**src/rtl/ram_read_scheduler.sv**
```systemverilog
// Queues RAM-drain jobs (byte counts) and sequences a single RAM block reader,
// one job at a time, reporting each completion in job order.
//
// state    | meaning
// S_IDLE   | waiting for a queued job; pops and latches its counts
// S_LAUNCH | waiting for reader idle; start pulses for one cycle here
// S_WAIT   | reader running; leave when it reports idle again
// S_DONE   | completion offered on the DONE channel until accepted
module ram_read_scheduler #(
    parameter int DW               = 512,
    parameter int CYCLES_PER_BLOCK = 64,
    parameter int QDEPTH           = 4
) (
    input  logic        clk,
    input  logic        resetn,
    input  logic [31:0] JOB_BYTES,
    input  logic        JOB_VALID,
    output logic        JOB_READY,
    output logic [31:0] full_blocks,
    output logic [7:0]  partial_block_cycles,
    output logic        start,
    input  logic        reader_idle,
    output logic [31:0] DONE_BYTES,
    output logic        DONE_VALID,
    input  logic        DONE_READY,
    output logic        busy,
    output logic [31:0] jobs_completed
);
    localparam int BPC    = DW / 8;
    localparam int BPC_LG = $clog2(BPC);
    localparam int CPB_LG = $clog2(CYCLES_PER_BLOCK);
    localparam int QA     = $clog2(QDEPTH);

    localparam logic [1:0] S_IDLE   = 2'd0;
    localparam logic [1:0] S_LAUNCH = 2'd1;
    localparam logic [1:0] S_WAIT   = 2'd2;
    localparam logic [1:0] S_DONE   = 2'd3;

    logic [31:0]   mem_q [QDEPTH];
    logic [QA-1:0] wr_ptr_q, rd_ptr_q;
    logic [QA:0]   count_q, count_d;
    logic [1:0]    state_q, state_d;
    logic          start_q, start_d;
    logic [31:0]   job_bytes_q;
    logic [31:0]   full_blocks_q;
    logic [7:0]    partial_q;
    logic [31:0]   jobs_q, jobs_d;

    logic          push, pop;
    logic [31:0]   head;
    logic [32:0]   head_cycles;

    assign JOB_READY = (count_q != (QA+1)'(QDEPTH));
    assign push      = JOB_VALID && JOB_READY;
    assign pop       = (state_q == S_IDLE) && (count_q != '0);
    assign head      = mem_q[rd_ptr_q];

    // 33-bit sum so a 0xFFFFFFFF byte count rounds up without overflow
    assign head_cycles = ({1'b0, head} + 33'(BPC - 1)) >> BPC_LG;

    always_comb begin
        count_d = count_q;
        case ({push, pop})
            2'b10:   count_d = count_q + 1'b1;
            2'b01:   count_d = count_q - 1'b1;
            default: count_d = count_q;
        endcase
    end

    always_comb begin
        state_d = state_q;
        start_d = 1'b0;
        jobs_d  = jobs_q;
        case (state_q)
            S_IDLE: begin
                if (pop) begin
                    if (head_cycles == '0) begin
                        state_d = S_DONE;
                    end else begin
                        state_d = S_LAUNCH;
                        start_d = reader_idle;
                    end
                end
            end
            S_LAUNCH: begin
                if (start_q) state_d = S_WAIT;
                else         start_d = reader_idle;
            end
            S_WAIT: begin
                if (reader_idle && !start_q) state_d = S_DONE;
            end
            S_DONE: begin
                if (DONE_READY) begin
                    state_d = S_IDLE;
                    jobs_d  = jobs_q + 32'd1;
                end
            end
            default: state_d = S_IDLE;
        endcase
    end

    always_ff @(posedge clk) begin
        if (push) mem_q[wr_ptr_q] <= JOB_BYTES;
    end

    always_ff @(posedge clk) begin
        if (!resetn) begin
            wr_ptr_q      <= '0;
            rd_ptr_q      <= '0;
            count_q       <= '0;
            state_q       <= S_IDLE;
            start_q       <= 1'b0;
            job_bytes_q   <= '0;
            full_blocks_q <= '0;
            partial_q     <= '0;
            jobs_q        <= '0;
        end else begin
            count_q <= count_d;
            state_q <= state_d;
            start_q <= start_d;
            jobs_q  <= jobs_d;
            if (push) wr_ptr_q <= wr_ptr_q + 1'b1;
            if (pop) begin
                rd_ptr_q      <= rd_ptr_q + 1'b1;
                job_bytes_q   <= head;
                full_blocks_q <= 32'(head_cycles >> CPB_LG);
                partial_q     <= 8'(head_cycles & 33'(CYCLES_PER_BLOCK - 1));
            end
        end
    end

    assign full_blocks          = full_blocks_q;
    assign partial_block_cycles = partial_q;
    assign start                = start_q;
    assign DONE_VALID           = (state_q == S_DONE);
    assign DONE_BYTES           = job_bytes_q;
    assign busy                 = (count_q != '0) || (state_q != S_IDLE);
    assign jobs_completed       = jobs_q;

endmodule

```
**config.mk**
```make
export PLATFORM = sky130hd
export DESIGN_NAME = ram_read_scheduler
export DESIGN_NICKNAME = d
export VERILOG_FILES = /design/src/rtl/ram_read_scheduler.sv
export SDC_FILE = /design/constraint.sdc
export NUM_CORES = 1
export LEC_CHECK = 0
export CAP_MARGIN = 20
export CORE_MARGIN = 3
export CORE_UTILIZATION = 54
export DETAILED_ROUTE_END_ITERATION = 7
export PLACE_DENSITY = 0.91
export SYNTH_ARGS = -nofsm -noshare
export SYNTH_HDL_FRONTEND = slang
export SYNTH_SLANG_ARGS = --single-unit
```
**constraint.sdc**
```tcl
create_clock -name clk -period 3.5 [get_ports clk]
set_clock_uncertainty 0.1 [all_clocks]
set_input_delay 1.05 -clock clk [delete_from_list [all_inputs] [get_ports clk]]
set_output_delay 1.05 -clock clk [all_outputs]
set_load 0.005 [all_outputs]
```
# After elaboration in Yosys (flattened, before gate mapping)

Memories as Yosys holds them, arrays and structs flattened. A register that Yosys moved wholly into a read port is not among the register bits.
Cells that the tools add are included.
W data, S select, Z words.

Eq/ne operators: 10
Multiplexer cells: 15
Add/subtract/negate cells: 6
Reduce and logical (&&, ||, !) cells: 12

Operators by type and width:

| operator                | number |
|---|---|
| $add A32 B6 Y33 const B | 1 |
| $logic_not A33 Y1       | 1 |
| $add A32 B1 Y32 const B | 1 |
| $mux W2                 | 7 |
| $pmux W2 S4             | 1 |
| $eq A2 B2 Y1 const B    | 3 |
| $ne A2 B2 Y1 const B    | 3 |
| $pmux W3 S2             | 1 |
| $mux W1                 | 5 |
| $add A2 B1 Y2 const B   | 2 |
| $eq A2 B1 Y1 const B    | 2 |
| $reduce_and A4 Y1       | 1 |
| $reduce_bool A2 Y1      | 2 |
| $add A3 B1 Y3 const B   | 1 |
| $logic_and A1 B1 Y1     | 3 |
| $ne A3 B3 Y1 const B    | 1 |
| $reduce_bool A3 Y1      | 1 |
| $sub A3 B1 Y3 const B   | 1 |
| $logic_not A2 Y1        | 1 |
| $ne A2 B1 Y1 const B    | 1 |
| $pmux W1 S2             | 1 |
| $reduce_and A2 Y1       | 1 |
| $logic_not A1 Y1        | 1 |
| $logic_or A1 B1 Y1      | 1 |

Output and inout port bits: 108
RAM bits: 128
Memories: 1
Bits of input ports: 37
Word-level logic and storage cells: 53
Register bits: 101

Memory list:

| name  | words | width | read ports | clocked after memory_dff | write ports | line | text |
|---|---|---|---|---|---|---|---|
| mem_q | 4     | 32    | 1          | 1                        | 1           | 39   | `logic [31:0] mem_q [QDEPTH];` |

# Depth between registers and ports, before layout

Gate-level depths: netlist (run 1).

Depth after elaboration: 5
Depth in mapped cells: 12

# Worst setup path before layout (run 1)

Ideal clock, no wire load.

Kind: input-to-reg
Start: input DONE_READY
End: register jobs_q[29], in the netlist jobs_completed[29]
Setup slack: 329 ps
Cell stages on the path: 9
Buffers on the path: 1
Library setup time: 128 ps
Data required time: 3272 ps
Arrival time: 2943 ps
Cell sequence: and2_1 > clkbuf_1 > nand4_1 > or3_1 > or2_2 > nor4_1 > nand3_1 > xor2_1 > nor2_1

Cells in the longest elaborated chain, start to end: 1

Ends and longest elaborated chain:

| element                     | line | text |
|---|---|---|
| start, declared             | 25   | `input logic DONE_READY,` |
| $reduce_and A2 Y1 (no line) | n/a  |  |
| end signal, assigned        | 121  | `jobs_q <= jobs_d;` |
| end, declared               | 47   | `logic [31:0] jobs_q, jobs_d;` |

No other way between the ends.
A chain may end at the register's enable or synchronous reset.

==> results of run 1 <==
## critical path, cell delays in order, from the launching register on
cell and delay, ps:
sky130_fd_sc_hd__dfxtp_2 470, sky130_fd_sc_hd__buf_4 290, sky130_fd_sc_hd__mux4_2 350, sky130_fd_sc_hd__nand4_2 250, sky130_fd_sc_hd__or4_1 600, sky130_fd_sc_hd__nor3_2 240
sky130_fd_sc_hd__nand2_1 130, sky130_fd_sc_hd__o22a_1 250, sky130_fd_sc_hd__nor4_2 270, sky130_fd_sc_hd__o22ai_1 110
## Yosys cell counts, types with 7 or more instances
master                     instances
sky130_fd_sc_hd__nor3_1           12
sky130_fd_sc_hd__edfxtp_1        128
sky130_fd_sc_hd__o21ai_0           9
sky130_fd_sc_hd__buf_4            15
sky130_fd_sc_hd__a211oi_1         23
sky130_fd_sc_hd__nand4_1          11
sky130_fd_sc_hd__or3_1             7
sky130_fd_sc_hd__xor2_1           26
sky130_fd_sc_hd__nor2_1           74
sky130_fd_sc_hd__nand2_1          97
sky130_fd_sc_hd__dfxtp_1         103
sky130_fd_sc_hd__and3_1            8
sky130_fd_sc_hd__mux4_2           32
sky130_fd_sc_hd__clkbuf_1         21
sky130_fd_sc_hd__nand3_1          21
sky130_fd_sc_hd__xnor2_1          32
sky130_fd_sc_hd__inv_1            15
sky130_fd_sc_hd__ha_1             10
sky130_fd_sc_hd__nor4_1            7
sky130_fd_sc_hd__a21oi_1          44
## power by group
group          switching (mW)  total (mW)  internal, mW
sequential              0.244        3.60          3.35
clock                    1.03        2.49          1.46
combinational            1.78        3.23          1.45
## logic make-up after synthesis
logic type      Yosys count  share of synthesized area
compound gates           94                     0.0623
xor+xnor                 58                     0.0536
fa+ha+maj                11                     0.0153
buf+inv                  63                     0.0333
flops                   231                      0.623
mux                      34                     0.0782
other cells               1                   0.000396
simple gates            269                      0.134
## layer usage
layer  GRT usage  routed length, um
met5           0                  0
met4      0.0733                659
met1       0.281               8450
met2       0.380              10700
met3      0.0414               1590
## flip-flops by register name, summed over array words and instances (netlist names), named ones only
signal                cells
DONE_BYTES               32
count_q                   3
full_blocks              21
jobs_completed           32
mem_q                   128
partial_block_cycles      6
rd_ptr_q                  2
start                     1
state_q                   2
wr_ptr_q                  2
## stage by stage
step                instance area [um^2]  power (mW)  std cells   util  hold WS, ps
floorplan                           9520        5.58        773      -          348
global placement                   11000        6.71       1101  0.653          341
detailed placement                 11000        6.82       1101  0.653          347
CTS                                11800        9.32       1145  0.700          356
global route                       11900        9.83       1146  0.702          374
finish                             11900        9.32       1146  0.702          353
## area by class of cell
class	count	area [um^2]	area share
sequential	231	5910	0.498
timing repair buffer	155	1510	0.127
inverter	17	63.8	0.00538
clock buffer	28	637	0.0537
tap	220	275	0.0232
multi-input combinational	479	3310	0.279
clock inverter	16	153	0.0129
## repair_timing
item / in CTS / in global routing
buffers inserted: 0 / 1
resized for setup: 0 / 3
endpoints found under the hold margin: 0 / 0
endpoints found under the setup margin: 0 / 2
## final timing paths
kind                                         to  slack [ps]             from  cells past startpoint
worst min register to register  full_blocks[20]         350  full_blocks[20]                      2
worst max-delay path                      start         310         register                      9
worst min-delay path            full_blocks[20]         350  full_blocks[20]                      2
worst max register to register            start         310         register                      9
==> flow_summary.rst, run 1 <==
.. list-table::
   :header-rows: 1

   * - Metric
     - Value
   * - Clock tree from TritonCTS
     - done
   * - Most frequent cells in the layout
     - sky130_fd_sc_hd__clkdlybuf4s50_1, sky130_fd_sc_hd__edfxtp_1, sky130_fd_sc_hd__dfxtp_1
   * - Final weighted congestion in routability-driven placement
     - roughly 0.82
   * - Number of remaining DRC errors
     - 0
   * - Synth Warn #
     - 0
   * - Unrepaired setup endpoints after global routing
     - false
   * - Post-synth design cell area
     - around 0.0095 mm^2
   * - Tmin final
     - 3190 ps
   * - Finish-stage setup viols
     - 0
   * - Count of boundary I/O pins
     - around 150
   * - Routed vias/inst
     - around 5.6
   * - Arrival time of data at the critical path endpoint
     - 3470 ps
   * - Final worst-path cycle share
     - 0.912
   * - Inserted Diodes
     - 0
   * - Detailed placer's ending HPWL
     - roughly 14000 um
   * - Routed Antenna Nets
     - 0
   * - Total of max-cap violations
     - 0
   * - Number of antenna violations at the first check in global routing
     - 0
   * - Total routing usage reported by global routing
     - 0.220
   * - Slew of the pin with the lowest slew margin
     - about 860 ps
   * - Slew headroom
     - 0.429
   * - Dominant register cell in the synthesized netlist
     - sky130_fd_sc_hd__edfxtp_1
   * - Rows
     - 47
   * - Mean instance size in the synthesized netlist
     - between 10 and 15 um^2
   * - Number of fill cells in the layout
     - roughly 1100
   * - Via count of the first global-routing pass
     - 6521
   * - Standard cell core area
     - roughly 0.017 mm^2
   * - Remaining global-route overflow
     - 0
   * - Power density normalized to cell area
     - roughly 790 mW/mm^2
   * - Number of buffer cells added on primary ports
     - between 100 and 150
   * - Most common cell after layout, fill and taps aside
     - sky130_fd_sc_hd__clkdlybuf4s50_1
   * - Maximum number of pins on one net before global-route repair
     - 86
   * - Iteration-0 DRC count of the detailed router
     - 561
   * - Total negative slack
     - 0 ps
   * - Crit Path Category
     - reg -> reg
   * - Synth-to-layout area growth
     - 25.1%
   * - Data required time at the worst endpoint
     - ~3800 ps
   * - Setup crit end kind
     - register
   * - Register area share after synthesis
     - 0.623
   * - Result of the run
     - finished clean
   * - Biggest area contributors in the synthesized netlist
     - sky130_fd_sc_hd__edfxtp_1, sky130_fd_sc_hd__dfxtp_1, sky130_fd_sc_hd__mux4_2, sky130_fd_sc_hd__nand2_1, sky130_fd_sc_hd__xnor2_1
   * - H-Tree Level Count
     - 1
   * - Total vias in the final route
     - 6445
   * - Total routed wirelength
     - 21400 um
   * - Number of detailed-routing iterations run before antenna repair
     - 5
   * - Post-synth top area share
     - 0.406
   * - Tightest Hold Check Type
     - reg -> reg
   * - Worst Setup Start Kind
     - register
   * - Worst-path maximum fanout
     - 10
   * - Clock latency reported for the late side of the worst-skew pair
     - approximately 520 ps
   * - Horizontal die dimension
     - about 140 um
   * - Starting Density
     - 0.561
   * - Leakage power of the design
     - around 4 nW
   * - Maximum frequency from static timing analysis
     - 313 MHz
   * - Chip Height
     - ~140 um
   * - Proportion of layout cells with a drive suffix above 1
     - 0.120
   * - Total CTS buffers
     - 24
   * - Worst VDD drop
     - between 0.6 and 0.7 mV
   * - Total die area
     - 0.0192 mm^2
   * - Quantity of hold-fixing buffers added after cts
     - 0
   * - Post-synthesis async set-or-reset flop share
     - 0
   * - Total number of clock tree sinks
     - around 230
   * - Post-CTS clock slew at the launch and capture registers of the worst setup and hold paths
     - about 60 ps
   * - Number of max-slew violations in the final report
     - 0
   * - Worst Setup Slack, final
     - between 300 and 400 ps
   * - Wire length of the first global-routing pass
     - ~35000 um
   * - Number of synthesized flops with an enable pin
     - roughly 130
   * - Distinct cells, synth
     - between 50 and 60
   * - Flip-flop and latch count after synthesis
     - between 200 and 250
   * - Wire per inst
     - around 19 um
   * - Cell type contributing the most total cell area after synthesis
     - sky130_fd_sc_hd__edfxtp_1
   * - Minimum setup slack after placement
     - between 80 and 90 ps
   * - Cell chosen for the clock root
     - sky130_fd_sc_hd__clkbuf_16
   * - Gate Count Post-Synth
     - 761
   * - Number of hold violations in the final report
     - 0
   * - Final net count
     - between 900 and 1000
   * - Number of buffers on the longest clock path
     - 3
No activity file was read; power rests on OpenSTA's default activity.
==> inputs of run 2 (changes only) <==
==> constraint.sdc (replaced) <==
create_clock -name clk -period 3.5 [get_ports clk]
set_clock_uncertainty 0.1 [all_clocks]
set_input_delay 0.525 -clock clk [delete_from_list [all_inputs] [get_ports clk]]
set_output_delay 0.525 -clock clk [all_outputs]
set_load 0.005 [all_outputs]
==> run 2 against run 1 <==
Effect of this change: cell count shrank 0.70%; register-to-register slack got worse by 90 ps; critical path type unchanged; critical path depth shrank 1; largest cell class unchanged; worst hold slack got worse by 0.90 ps; clock-buffer cell count stayed put.
==> flow_summary.rst, run 2 (synthesized netlist as in run 1, its figures left out) <==
.. list-table::
   :header-rows: 1

   * - Metric
     - Value
   * - Power density normalized to cell area
     - 793 mW/mm^2 (+0.86%)
   * - Worst Reg-to-Reg Cells
     - 8 (-1)
   * - Standard cell core area
     - 0.0169 mm^2 (unchanged)
   * - Number of max-slew violations in the final report
     - 0 (unchanged)
   * - Inserted Diodes
     - 0 (unchanged)
   * - Maximum frequency from static timing analysis
     - 304 MHz (-2.8%)
   * - Most common cell after layout, fill and taps aside
     - sky130_fd_sc_hd__clkdlybuf4s50_1
   * - Internal portion of total power
     - 6.30 mW (+0.57%)
   * - Number of hold violations in the final report
     - 0 (unchanged)
   * - H-Tree Level Count
     - 1 (unchanged)
   * - Final Util
     - 0.700 (-0.00200)
   * - Register containing the most flip-flops in the final layout
     - mem_q
   * - Crit Path Category
     - reg -> reg
   * - Total CTS buffers
     - 23 (-4.2%)
   * - Setup crit end kind
     - register
   * - Worst Setup Start Kind
     - register
   * - Kind of cell with the highest combined delay on the critical path
     - simple AND/OR/NAND/NOR gates
   * - Crit path buffers/inverters
     - 0 (-1)
   * - Number of buffers on the longest clock path
     - 3 (unchanged)
   * - Slew headroom
     - 0.410 (-0.0190)
   * - Final net count
     - 949 (-0.73%)
   * - Leakage power of the design
     - 3.97 nW (-0.21%)
   * - Iteration-0 DRC count of the detailed router
     - 554 (-1.2%)
   * - Total vias in the final route
     - 6529 (+1.3%)
   * - Post-CTS clock slew at the launch and capture registers of the worst setup and hold paths
     - 60 ps (about the same)
   * - Crit path max-delay cell type
     - sky130_fd_sc_hd__or4_4
   * - Final weighted congestion in routability-driven placement
     - 0.884 (+7.6%)
   * - Chip Height
     - 138 um (unchanged)
   * - Unrepaired setup endpoints after global routing
     - false
   * - Total routed wirelength
     - 21500 um (+0.29%)
   * - Net switching power of the design
     - 3.07 mW (+0.60%)
   * - Wire length of the first global-routing pass
     - 34200 um (-1.3%)
   * - Tightest Hold Check Type
     - reg -> reg
   * - Reg-to-reg slack, setup
     - 220 ps (-90 ps)
   * - Worst VDD drop
     - 0.688 mV (+11%)
   * - Total number of clock tree sinks
     - 231 (unchanged)
   * - Number of detailed-routing iterations run before antenna repair
     - 5 (unchanged)
   * - Proportion of layout cells with a drive suffix above 1
     - 0.113 (-0.00658)
   * - Wire per inst
     - 18.9 um (+0.99%)
   * - Via count of the first global-routing pass
     - 6541 (+0.31%)
   * - Quantity of hold-fixing buffers added after cts
     - 0 (unchanged)
   * - Part of the power in combinational logic
     - 0.347 (about the same)
   * - Result of the run
     - finished clean
   * - Clock power frac
     - 0.271 (+0.004)
   * - Total routing usage reported by global routing
     - 0.218 (-0.00209)
   * - Maximum cell stage delay along the critical path
     - 580 ps (-20 ps)
   * - Routed Antenna Nets
     - 0 (unchanged)
   * - Critical Path, Cell by Cell
     - mux4_2, or4_4, o31ai_4, nor4b_1, mux2i_1, nand3_1, nor4_2, o22ai_1
   * - Worst hold path endpoint
     - DONE_BYTES[28]
   * - Share of power burned in registers
     - 0.383 (-0.003)
   * - Data required time at the worst endpoint
     - 3790 ps (about the same)
   * - Synth-to-layout area growth
     - 24.8%
   * - Routed vias/inst
     - 5.74 (+2.0%)
   * - Clock tree from TritonCTS
     - done
   * - Number of antenna violations at the first check in global routing
     - 0 (unchanged)
   * - Remaining global-route overflow
     - 0 (unchanged)
   * - Rows
     - 47 (unchanged)
   * - Total negative slack
     - 0 ps (unchanged)
   * - Arrival time of data at the critical path endpoint
     - 3570 ps (+100 ps)
   * - Flip-flop count of the largest register, all copies and words added
     - 128 (unchanged)
   * - Tmin final
     - 3280 ps (+92.6 ps)
   * - Clock latency reported for the late side of the worst-skew pair
     - 510 ps (about the same)
   * - Finish-stage setup viols
     - 0 (unchanged)
   * - Number of fill cells in the layout
     - 1102 (+0.091%)
   * - Detailed placer's ending HPWL
     - 14300 um (+0.45%)
   * - Final worst-path cycle share
     - 0.939 (+0.0265)
   * - Instance count along the most critical hold path
     - 2 (unchanged)
   * - Worst-path maximum fanout
     - 8 (-2)
   * - Switching share of power
     - 0.327 (about the same)
   * - Total die area
     - 0.0192 mm^2 (unchanged)
   * - Cell chosen for the clock root
     - sky130_fd_sc_hd__clkbuf_16
   * - RR Endpoint
     - start
   * - Number of remaining DRC errors
     - 0 (unchanged)
   * - Slew of the pin with the lowest slew margin
     - 873 ps (+16.2 ps)
   * - Count of boundary I/O pins
     - 145 (unchanged)
   * - Hold path start
     - DONE_BYTES[28]
   * - Starting Density
     - 0.561 (unchanged)
   * - Most frequent cells in the layout
     - sky130_fd_sc_hd__clkdlybuf4s50_1, sky130_fd_sc_hd__edfxtp_1, sky130_fd_sc_hd__dfxtp_1
   * - Number of buffer cells added on primary ports
     - 131 (unchanged)
   * - Total of max-cap violations
     - 0 (unchanged)
   * - Maximum number of pins on one net before global-route repair
     - 86 (unchanged)
   * - Horizontal die dimension
     - 138 um (unchanged)
==> run 2: cell count changes in the layout (fill, tap and decap cells not counted), moves of 2 or more <==
cell,delta
sky130_fd_sc_hd__buf_4,-7
sky130_fd_sc_hd__buf_12,+2
sky130_fd_sc_hd__clkinvlp_4,-2
sky130_fd_sc_hd__clkinv_1,-2
sky130_fd_sc_hd__clkbuf_16,-2
sky130_fd_sc_hd__clkbuf_8,+3
==> run 2: worst max-delay path by stage <==
stage	start	end	slack, ps	depth (start not counted)
after floorplan	register	full_blocks[8]	420	11
after global placement	register	start	340	9
after detailed placement	register	start	170	9
after CTS	register	start	150	9
after global routing	register	start	110	8
final	register	start	220	8
==> run 2: area by class of cell <==
class	count	area, um^2	share of cell area
sequential	231	5910	0.500
clock inverter	14	161	0.0137
inverter	17	63.8	0.00540
timing repair buffer	149	1480	0.126
tap	220	275	0.0233
clock buffer	28	624	0.0528
multi-input combinational	479	3310	0.280
==> run 2: power groups by stage <==
stage | sequential, mW | clock (mW) | combinational, mW
after floorplan | 3.60 | 0 | 1.97
after global placement | 3.61 | 0 | 3.11
after detailed placement | 3.64 | 0 | 3.23
after CTS | 3.59 | 2.58 | 3.25
after global routing | 3.63 | 2.69 | 3.54
final | 3.58 | 2.54 | 3.25
==> run 2: per-layer routing <==
| metal | up-vias | track usage | wire (um) |
|---|---|---|---|
| met5 | - | 0 | 0 |
| met4 | 0 | 0.0718 | 597 |
| met3 | 54 | 0.0401 | 1750 |
| met2 | 300 | 0.378 | 10700 |
| met1 | 3168 | 0.278 | 8460 |
| li1 | 3007 | - | - |
==> run 2: what timing repair did <==
item	4_1_cts	5_1_grt
setup buffers	0	0
endpoints found under the setup margin	0	1
resized for setup	0	1
==> run 2: tightest hold or removal path, delay by kind of cell (launching register included) <==
family,cells,cell delay (ps)
AOI/OAI and AO/OA,1,50
and+or+nand+nor,1,50
DFF,1,310
==> run 2: metrics by stage <==
stage               hold WS (ps)  area, um^2  total power, mW  setup WS (ps)  cells
finish                       352       11800             9.37            215   1138
global route                 374       11800             9.87            114   1138
CTS                          356       11800             9.41            152   1138
detailed placement           347       11000             6.87            171   1096
global placement             340       11000             6.72            335   1096
floorplan                    348        9520             5.58            423    773
